[src/rtl/stopwatch_pkg.sv]
`default_nettype none
// ============================================================================
// Module   : stopwatch_pkg
// Purpose  : Shared types and constants for the stopwatch sequencer:
//            FSM state encoding, BCD digit geometry and per-digit moduli.
// Revision : 1.0 - initial release
// ============================================================================
package stopwatch_pkg;

  // FSM state encoding.
  typedef enum logic [1:0] {
    PAUSED   = 2'd0,
    COUNTING = 2'd1,
    IDLE     = 2'd2
  } state_t;

  // BCD digit geometry.
  localparam int c_digit_w    = 4;
  localparam int c_num_digits = 4;

  // Per-digit moduli, least significant digit first.
  localparam int c_mod_cs_ones  = 10;
  localparam int c_mod_cs_tens  = 10;
  localparam int c_mod_sec_ones = 10;
  localparam int c_mod_sec_tens = 10;

  // Modulus of digit position idx (0 = hundredths ones).
  function automatic int digit_mod(input int idx);
    case (idx)
      0:       digit_mod = c_mod_cs_ones;
      1:       digit_mod = c_mod_cs_tens;
      2:       digit_mod = c_mod_sec_ones;
      default: digit_mod = c_mod_sec_tens;
    endcase
  endfunction

endpackage
`default_nettype wire

[src/rtl/stopwatch_seq_bcd_digit.sv]
`default_nettype none
// ============================================================================
// Module   : bcd_digit
// Purpose  : One modulo-MOD BCD digit with synchronous clear and an
//            increment input; carry flags the wrap so digits can be chained.
// Revision : 1.0 - initial release
// ============================================================================
module bcd_digit #(
  parameter int MOD = 10
) (
  input  logic       clk,
  input  logic       reset,
  input  logic       clr,
  input  logic       inc,
  output logic [3:0] q,
  output logic       carry
);

  localparam logic [3:0] c_last = 4'(MOD - 1);

  // Digit register: clear wins over increment, wrap at MOD-1.
  always_ff @(posedge clk or posedge reset) begin
    if (reset) begin
      q <= 4'd0;
    end else if (clr) begin
      q <= 4'd0;
    end else if (inc) begin
      q <= (q == c_last) ? 4'd0 : q + 4'd1;
    end
  end

  assign carry = inc & (q == c_last);

endmodule
`default_nettype wire

[src/rtl/stopwatch_seq.sv]
`default_nettype none
// ============================================================================
// Module   : stopwatch_seq
// Purpose  : Stopwatch sequencer: trig/split FSM, 1/100 s prescaler,
//            4-digit BCD SS.cc counter and split-display freeze register.
// Options  : STOPWATCH_SATURATE_EN - saturate at 99.99 and force PAUSED
//            instead of wrapping to 00.00.
// Revision : 1.0 - initial release
// ============================================================================
module stopwatch_seq
  import stopwatch_pkg::*;
#(
  parameter int TICK_DIV = 1000000,
  parameter int PRESC_W  = 20
) (
  input  logic        clk,
  input  logic        reset,
  input  logic        trig,
  input  logic        split,
  output logic        init_regs,
  output logic        count_enabled,
  output logic        tick,
  output logic [15:0] disp_bcd,
  output logic        frozen,
  output logic        overflow
);

  localparam logic [PRESC_W-1:0] c_presc_last = PRESC_W'(TICK_DIV - 1);

  state_t                r_state;
  state_t                w_fsm_next;
  state_t                w_state_next;
  logic                  w_trig;
  logic [PRESC_W-1:0]    r_presc;
  logic                  w_tick;
  logic                  w_count_inc;
  logic                  w_ovf_set;
  logic [c_num_digits:0] w_inc;
  logic [15:0]           w_live;
  logic [15:0]           r_snap;
  logic                  r_frozen;
  logic                  r_overflow;

`ifdef STOPWATCH_SATURATE_EN
  logic w_at_max;
  logic w_sat_stop;

  // A saturated count is parked in PAUSED; trig cannot restart it.
  assign w_at_max     = (w_live == 16'h9999);
  assign w_sat_stop   = w_tick & w_at_max;
  assign w_trig       = trig & ~((r_state == PAUSED) & r_overflow);
  assign w_count_inc  = w_tick & ~w_at_max;
  assign w_ovf_set    = w_sat_stop | w_inc[c_num_digits];
  assign w_state_next = w_sat_stop ? PAUSED : w_fsm_next;
`else
  assign w_trig       = trig;
  assign w_count_inc  = w_tick;
  assign w_ovf_set    = w_inc[c_num_digits];
  assign w_state_next = w_fsm_next;
`endif

  // State register.
  always_ff @(posedge clk or posedge reset) begin
    if (reset) begin
      r_state <= IDLE;
    end else begin
      r_state <= w_state_next;
    end
  end

  // Next-state and Mealy datapath controls; trig takes priority over split.
  always_comb begin
    w_fsm_next    = r_state;
    init_regs     = 1'b0;
    count_enabled = 1'b0;
    case (r_state)
      IDLE: begin
        if (w_trig) begin
          w_fsm_next    = COUNTING;
          count_enabled = 1'b1;
        end else begin
          init_regs = 1'b1;
        end
      end
      COUNTING: begin
        if (w_trig) begin
          w_fsm_next = PAUSED;
        end else begin
          count_enabled = 1'b1;
        end
      end
      PAUSED: begin
        if (w_trig) begin
          w_fsm_next    = COUNTING;
          count_enabled = 1'b1;
        end else if (split) begin
          w_fsm_next = IDLE;
        end
      end
      default: begin
        w_fsm_next = IDLE;
        init_regs  = 1'b1;
      end
    endcase
    if (reset) begin
      init_regs     = 1'b1;
      count_enabled = 1'b0;
    end
  end

  assign w_tick = count_enabled & (r_presc == c_presc_last);
  assign tick   = w_tick;

  // Prescaler: phase survives PAUSED, cleared only by init_regs.
  always_ff @(posedge clk or posedge reset) begin
    if (reset) begin
      r_presc <= '0;
    end else if (init_regs) begin
      r_presc <= '0;
    end else if (count_enabled) begin
      r_presc <= w_tick ? '0 : r_presc + 1'b1;
    end
  end

  assign w_inc[0] = w_count_inc;

  for (genvar gi = 0; gi < c_num_digits; gi++) begin : g_digit
    bcd_digit #(
      .MOD (digit_mod(gi))
    ) u_digit (
      .clk   (clk),
      .reset (reset),
      .clr   (init_regs),
      .inc   (w_inc[gi]),
      .q     (w_live[gi*c_digit_w +: c_digit_w]),
      .carry (w_inc[gi+1])
    );
  end

  // Split freeze: only live while staying in COUNTING; snapshot is pre-update.
  always_ff @(posedge clk or posedge reset) begin
    if (reset) begin
      r_frozen <= 1'b0;
      r_snap   <= 16'h0000;
    end else if ((r_state != COUNTING) || (w_state_next != COUNTING)) begin
      r_frozen <= 1'b0;
    end else if (split) begin
      if (!r_frozen) begin
        r_snap   <= w_live;
        r_frozen <= 1'b1;
      end else begin
        r_frozen <= 1'b0;
      end
    end
  end

  // Sticky overflow, cleared together with the datapath.
  always_ff @(posedge clk or posedge reset) begin
    if (reset) begin
      r_overflow <= 1'b0;
    end else if (init_regs) begin
      r_overflow <= 1'b0;
    end else if (w_ovf_set) begin
      r_overflow <= 1'b1;
    end
  end

  assign disp_bcd = r_frozen ? r_snap : w_live;
  assign frozen   = r_frozen;
  assign overflow = r_overflow;

endmodule
`default_nettype wire

[config.mk]
export PLATFORM = sky130hd
export DESIGN_NAME = stopwatch_seq
export DESIGN_NICKNAME = d
export VERILOG_FILES = /design/src/rtl/stopwatch_pkg.sv /design/src/rtl/stopwatch_seq_bcd_digit.sv /design/src/rtl/stopwatch_seq.sv
export SDC_FILE = /design/constraint.sdc
export NUM_CORES = 1
export LEC_CHECK = 0
export ABC_AREA = 1
export CORE_MARGIN = 1
export CORE_UTILIZATION = 55
export DETAILED_ROUTE_END_ITERATION = 6
export PLACE_DENSITY = 0.76
export SLEW_MARGIN = 25
export SYNTH_ARGS = -nofsm -noshare
export SYNTH_HDL_FRONTEND = slang
export SYNTH_SLANG_ARGS = --single-unit
export TNS_END_PERCENT = 100
[constraint.sdc]
create_clock -name clk -period 5.7 [get_ports clk]
set_input_delay 1.14 -clock clk [delete_from_list [all_inputs] [get_ports clk]]
set_output_delay 1.14 -clock clk [all_outputs]
set_load 0.05 [all_outputs]
== Word-level counts from Yosys, hierarchy flattened ==
Index checks and enable logic that the tools add are counted.

* Add/subtract/negate cells: 5
* Equal/unequal tests: 9
* Mux-type cells: 32
* Bitwise gates (word level): 6
* Reduce and logical (&&, ||, !) cells: 12

{| class="wikitable"
|+ Operator list
! kind !! count
|-
| 20-bit 2-to-1 mux || 3
|-
| 4-bit 2-to-1 mux || 12
|-
| 20-bit by 1-bit adder with 20-bit output (second input constant) || 1
|-
| 20-bit == test (second input constant) || 1
|-
| 4-bit by 1-bit adder with 4-bit output (second input constant) || 4
|-
| 4-bit == test (second input constant) || 4
|-
| 16-bit 2-to-1 mux || 1
|-
| 2-bit nonzero test || 7
|-
| 1-bit 2-to-1 mux || 9
|-
| 2-bit 2-to-1 mux || 4
|-
| 2-bit case mux with 3 select lines || 1
|-
| 1-bit bitwise AND || 5
|-
| 2-bit by 1-bit != test with 1-bit output (second input constant) || 2
|-
| 1-bit case mux with 2 select lines || 2
|-
| 2-bit OR reduction || 2
|-
| 2-bit by 1-bit == test with 1-bit output (second input constant) || 1
|-
| 2-bit == test (second input constant) || 1
|-
| 2-bit zero test || 1
|-
| 2-bit AND reduction || 1
|-
| 1-bit logical OR || 1
|-
| 1-bit inverter || 1
|}

* Bits in registers: 56
* Bits of input ports: 4
* Output and inout port bits: 21
* Word-level logic and storage cells: 73

== Logic depth before layout (Yosys ltp) ==
Gate-level depths: netlist of the first run.

* Word-level depth: 11
* Depth in mapped cells: 11
* Mapped depth without buffers: 11

== By module ==
Synthesis of the first run repeated with hierarchy kept, for this count alone.

* Cell total of the unflattened synthesis: 463
* Area, all modules: 3362.0 sq um

{| class="wikitable"
|+ By module, submodules not included
! module !! instances !! cells each !! area an instance (sq um) !! seq. area each (sq um)
|-
| stopwatch_seq || 1 || 315 || 2285.9 || 1002.2
|-
| bcd_digit || 4 || 37 || 269.0 || 100.1
|}

== Worst setup path after synthesis of the first run ==
Ideal clock, no wire load.

* Kind: input to output
* From: input reset
* To: output tick
* Data arrival time: 3.331 ns
* Required time: 4.560 ns
* Path slack: 1.229 ns
* Stages: 5
* Path buffers: 0
* Cell sequence: inv_1 nand2_2 nor2_4 nand2_2 nor2_8

* Word-level cells in the longest chain between the ends: 2

{| class="wikitable"
|+ RTL lines
! item !! line !! RTL
|-
| start, declared || stopwatch_seq.sv:17 || <nowiki>input logic reset,</nowiki>
|-
| 1-bit 2-to-1 mux || stopwatch_seq.sv:105 || <nowiki>if (reset) begin</nowiki>
|-
| named net count_enabled || stopwatch_seq.sv:21 || <nowiki>output logic count_enabled,</nowiki>
|-
| 1-bit bitwise AND || stopwatch_seq.sv:111 || <nowiki>assign w_tick = count_enabled & (r_presc == c_presc_last);</nowiki>
|-
| end, declared || stopwatch_seq.sv:22 || <nowiki>output logic tick,</nowiki>
|}

The timed path passes the listed nets, and every way through them passes these cells.

== Final worst setup path of the first run ==
* From: input trig
* To: output tick

* Word-level cells in the longest chain between the ends: 4
* Elaborated cells between the ends (all ways): 5
* Those cells by class: mux (4); bitwise (1)

{| class="wikitable"
|+ RTL lines
! item !! line !! RTL
|-
| start, declared || stopwatch_seq.sv:18 || <nowiki>input logic trig,</nowiki>
|-
| 1-bit 2-to-1 mux, on equally long branches || stopwatch_seq.sv:78, stopwatch_seq.sv:93, stopwatch_seq.sv:86 ||
|-
| 1-bit case mux with 2 select lines (*) || stopwatch_seq.sv:76 || <nowiki>case (r_state)</nowiki>
|-
| 1-bit 2-to-1 mux (*) || stopwatch_seq.sv:105 ||
|-
| 1-bit bitwise AND (*) || stopwatch_seq.sv:111 ||
|}

Every way passes the cells marked *; elsewhere a longest branch is shown, timed or not.

==> flow_summary.yaml, run 1 <==
die:
  dieArea_um2: 6380
  dieWidth_um: 79.9
  pin_count: 25
  die_h_um: 79.9
  start_util: 0.567
  row_count: 28
  core_um2: 5890
yosys:
  synth_top_family_by_area: "simple AND/OR/NAND/NOR gates"
  synthTopCellsByCount: "84 x nand2_1, 55 x dfrtp_1, 39 x inv_1"
  synth.cell_area_um2: 3340
  synth_seq_cells: 56
  synth.area.mux_share: 0.0371
  yosysUniqueCellTypes: 41
  synthDominantCellAreaShare: 0.412
  ys.flop_type: "dfrtp_1"
  yosysWarnings: 0
  yosys.area.top_type: "dfrtp_1"
  synth_xor_area_frac: 0.0236
  synthAdderAreaFrac: 0.0337
  synth-simple-area-share: 0.324
  synthMostInstantiatedCell: "nand2_1"
  syn_nets: 425
  ys_async_sr_fraction: 1.00
  avgSynthCellArea_um2: 8.10
  synthCells: 412
  synth_area_leaders: "dfrtp_1 41%, nand2_1 9.4%, nand3_1 4.8%"
  synth_compound_area_frac: 0.0787
  synth-edff-count: 0
  yosysSeqAreaShare: 0.420
setup_path:
  cp_common_cell: "nand2_2"
  cp.arrival_ns: 3.11
  reg2reg_from: "r_state[1]"
  critPathTopFamily: "buffers and inverters"
  cp_num_buf_inv: 3
  reg2reg_to: "r_presc[18]"
  cpPeakStageDelay_ns: 0.83
  crit_path_cell_trace: "clkdlybuf4s50_1 -> inv_2 -> nand2_2 -> nand2_2 -> nor2_4 -> nand2_2 -> nor2_8 -> clkdlybuf4s50_1"
  cp_max_fo: 5
  crit_type: "primary input to output pin"
  cp.depth: 8
  crit_path_start_kind: "primary input"
  r2r_cells: 10
  critPathRequiredTime_ns: 4.56
  cpMaxStageDelayCell: "clkdlybuf4s50_1"
  r2r_setup_slack_ns: 3.49
  worst_setup_path_end_kind: "output pin"
route:
  drt-pass1-iter-count: 4
  vias: 2781
  first_iter_violations: 195
  wire_per_inst_um: 13.1
  drt_wl_total_um: 6690
  drc: 0
  vias_per_cell: 5.44
  postRouteAntennaNets: 0
cts:
  post_cts_buffers: 0
  clock_latency_ns: 0.31
  numCtsBuffers: 5
  post_cts_resized: 0
  cts_tree: "yes"
  hold_buffers: 0
  root_buffer: "clkbuf_8"
  clkSinkCount: 56
  cts.clk_slew.worst_paths_ns: 0.09
  clockBufferDepth: 2
  htreeDepth: 2
pwr:
  p_leak_nw: 1.69
  vdd_drop_max_mv: 0.241
  p_total_w: 0.00124
  p_per_area_nw_per_um2: 333
sta:
  min_period_ns: 4.25
  relSlewSlack: 0.382
  hold_violations: 0
  rsz0062_at_grt: "no"
  skew_ns: 0.0110
  fmax_mhz: 235
  fin_crit_sh: 0.746
  slew_viol_final: 0
  final-setup-viol-count: 0
  tightestPinTransition_ns: 0.927
  setup_tns_ns: 0
run_status:
  outcome: "finished clean"
cells_and_area:
  syn_to_final_growth_pct: 11.5
  drive_gt1_frac: 0.151
  fin_nets: 448
  fillers: 510
  n_antenna_cell: 0
hold_path:
  holdCritPathClass: "flop to flop"
  min_from: "overflow"
  worstHoldEndpoint: "overflow"
  min_path_cells: 2
place:
  routabilityCongestion: 0.884
  portBuffers: 24
  hpwl_um: 4810
global_route:
  gr-total-overflow: 0
  grtUsageTotal: 0.234
  grt_pass1_vias: 2640
  antenna_found_initial: 0
  grt_pass1_wl_um: 11700
  grt_max_degree: 58
run:
  maxCapViolCount: 0
sequential cells by signal, summed over array words and instances (netlist names):
name / flops
frozen: 1
g_digit.u_digit.q: 16
overflow: 1
r_presc: 20
r_snap: 16
r_state: 2
final cells by class:
class	instances	area (um^2)	area share
Multi-Input combinational cell	295	1660	0.446
Sequential cell	56	1400	0.377
Timing Repair Buffer	27	263	0.0706
Inverter	50	190	0.0511
Tap cell	75	93.8	0.0252
Clock buffer	6	72.6	0.0195
Clock inverter	2	38.8	0.0104
through the flow:
step	instances	area (um^2)	hold slack [ns]	utilization	worst slack, ns
2_1_floorplan	412	3340	0.475	-	1.23
3_3_place_gp	503	3610	0.485	0.613	1.48
3_5_place_dp	503	3610	0.487	0.613	1.45
4_1_cts	511	3720	0.510	0.632	1.44
5_1_grt	511	3720	0.527	0.632	1.38
6_report	511	3720	0.505	0.632	1.45
layer usage:
layer	vias up	global-route usage	part of all wire
met1	1317	0.304	0.47
met4	0	0.0696	0.013
met2	51	0.398	0.48
met5	-	0	0
met3	10	0.0389	0.034
li1	1403	-	-
power by group:
group / switching (W) / total (W) / internal, W
Sequential: 0.0000591 / 0.000515 / 0.000456
Combinational: 0.000316 / 0.000457 / 0.000141
Clock: 0.000134 / 0.000267 / 0.000133
Total: 0.000509 / 0.00124 / 0.000730
how the worst max path moves through the flow:
| stage | end | slack [ns] | from |
|---|---|---|---|
| detailed placement | tick | 1.45 | trig |
| CTS | tick | 1.44 | trig |
| global placement | tick | 1.48 | trig |
| finish | tick | 1.45 | trig |
| global route | tick | 1.38 | trig |
| floorplan | tick | 1.23 | reset |
worst min-delay path, cell delays in order, from the launching register on:
cell and delay [ns]:
dfrtp_1 0.37, nand2_1 0.07, o21ai_2 0.05
cell families after synthesis:
| logic type | count (synthesis) |
|---|---|
| XOR/XNOR | 9 |
| AO/OA/AOI/OAI | 49 |
| multiplexers | 11 |
| AND/OR/NAND/NOR | 217 |
| adder cells (fa/ha/maj) | 9 |
| buffers and inverters | 61 |
| flip-flops | 56 |
cells in the final DEF (no fill, tap or decap), types with 2 or more instances in the layout:
cell type and count:
a21oi_1 13, a21oi_2 2, buf_4 3, clkbuf_8 5
clkdlybuf4s50_1 24, clkinv_1 3, dfrtp_1 55, ha_1 9
inv_1 38, inv_2 8, mux2_2 11, nand2_1 84
nand2_2 11, nand2_4 2, nand3_1 32, nand3_2 5
nand4_1 12, nor2_1 33, nor2_2 6, nor2_4 2
nor3_1 21, o21ai_0 25, o21ai_1 4, o22ai_1 3
xnor2_1 3, xor2_1 6
Power figures use the tool's default switching activity.
==> run 2, diff against run 1 <==
CORE_UTILIZATION = 53   (was 55)
clock period = 3.4 ns   (was 5.7 ns; I/O delays follow)
==> run 2 against run 1 <==
Wire length up 2.8%. Register-to-register slack worse by 1.9 ns. Utilization down 1.1 points. First-iteration DRC count down 9.7%. Clock power up 43%. Highest routed layer unchanged. Critical path depth down 5. Global-route usage down 0.27 points. Final area about the same.
==> flow_summary.yaml, run 2 (same netlist as run 1, synthesis figures left out) <==
pwr:
  p_per_area_nw_per_um2: 545
  vdd_drop_max_mv: 0.434
  p_leak_nw: 1.70
die:
  die_h_um: 81.4
  pin_count: 25
  row_count: 28
  dieWidth_um: 81.4
  core_um2: 5990
  dieArea_um2: 6620
  start_util: 0.557
sta:
  min_period_ns: 3.12
  hold_violations: 0
  fmax_mhz: 321
  relSlewSlack: 0.361
  slew_viol_final: 0
  setup_tns_ns: 0
  fin_crit_sh: 0.916
  skew_ns: 0.0125
  final-setup-viol-count: 0
  tightestPinTransition_ns: 0.958
  rsz0062_at_grt: "no"
  hold_slack_ns: 0.519
cells_and_area:
  largest_reg_flops: 20
  layout_common_cells: "84 x nand2_1, 55 x dfrtp_1, 38 x inv_1, 33 x nor2_1, 32 x nand3_1"
  largest-register: "r_presc"
  fillers: 521
  n_antenna_cell: 0
  syn_to_final_growth_pct: 11.6
  final_common_cell: "nand2_1"
  fin_nets: 450
  reg_top3: "r_presc: 20 flops, g_digit.u_digit.q: 16 flops, r_snap: 16 flops"
  drive_gt1_frac: 0.162
route:
  vias: 2769
  drt_wl_total_um: 6880
  postRouteAntennaNets: 0
  drc: 0
  drt-pass1-iter-count: 4
  wire_per_inst_um: 13.4
  first_iter_violations: 176
  vias_per_cell: 5.40
run:
  maxCapViolCount: 0
setup_path:
  r2r_setup_slack_ns: 1.55
  cp.arrival_ns: 2.44
  worst_setup_path_end_kind: "output pin"
  cpPeakStageDelay_ns: 0.99
  crit_path_cell_trace: "nand2_1 -> o21ai_0 -> clkdlybuf4s50_1"
  crit_path_start_kind: "flop"
  critPathRequiredTime_ns: 2.72
  cpMaxStageDelayCell: "dfrtp_1"
  cp_max_fo: 34
  crit_type: "flop to output pin"
global_route:
  antenna_found_initial: 0
  grt_pass1_vias: 2555
  grtUsageTotal: 0.231
  grt_pass1_wl_um: 11600
  gr-total-overflow: 0
  grt_max_degree: 47
cts:
  htreeDepth: 2
  hold_buffers: 0
  cts_tree: "yes"
  post_cts_buffers: 0
  clkSinkCount: 56
  numCtsBuffers: 5
  clockBufferDepth: 2
  cts.clk_slew.worst_paths_ns: 0.11
  post_cts_resized: 0
  root_buffer: "clkbuf_8"
  clock_latency_ns: 0.31
place:
  routabilityCongestion: 0.843
  hpwl_um: 5190
  portBuffers: 24
run_status:
  outcome: "finished clean"
hold_path:
  holdCritPathClass: "flop to flop"
==> run 2: path summary, 6_finish.rpt <==
path,from,to,cells after the start
hold reg to reg,r_snap[2],r_snap[2],1
setup / recovery,frozen,disp_bcd[13],3
hold / removal,r_snap[2],r_snap[2],1
setup reg to reg,r_state[1],r_presc[18],9
max in group asynchronous,reset,r_presc[5],3
min in group asynchronous,reset,r_snap[8],2
==> run 2: area by class of cell <==
class	count	area (um^2)	share of cell area
repair buffers	29	283	0.0759
clock inverters	2	17.5	0.00470
inverters	50	194	0.0521
clock buffers	6	72.6	0.0195
well taps	75	93.8	0.0252
multi-input cells	295	1660	0.446
flip-flops and latches	56	1400	0.377
==> run 2: stage by stage <==
step	worst slack, ns	total power, W	std cells	area [um^2]	util
floorplan	0.488	0.00145	412	3340	-
global placement	0.582	0.00164	505	3630	0.607
detailed placement	0.547	0.00166	505	3630	0.607
CTS	0.252	0.00204	513	3720	0.622
global route	0.0900	0.00215	513	3720	0.622
finish	0.284	0.00203	513	3720	0.622
==> run 2: critical path, delay by kind of cell, from the launching register on <==
family / cells / cell delay, ns
compound gates: 1 / 0.15
buf+inv: 1 / 0.87
flops: 1 / 0.99
simple gates: 1 / 0.11
==> run 2: power by group <==
| group | internal [W] | switching [W] | total, W |
|---|---|---|---|
| clock | 0.000152 | 0.000230 | 0.000381 |
| sequential | 0.000764 | 0.000101 | 0.000865 |
| combinational | 0.000249 | 0.000533 | 0.000783 |
==> run 2: per-layer routing <==
layer,global-route usage,part of all wire,wire [um]
met1,0.309,0.46,3180
met2,0.379,0.48,3330
met3,0.0337,0.038,260
met4,0.0804,0.017,118
met5,0,0,0
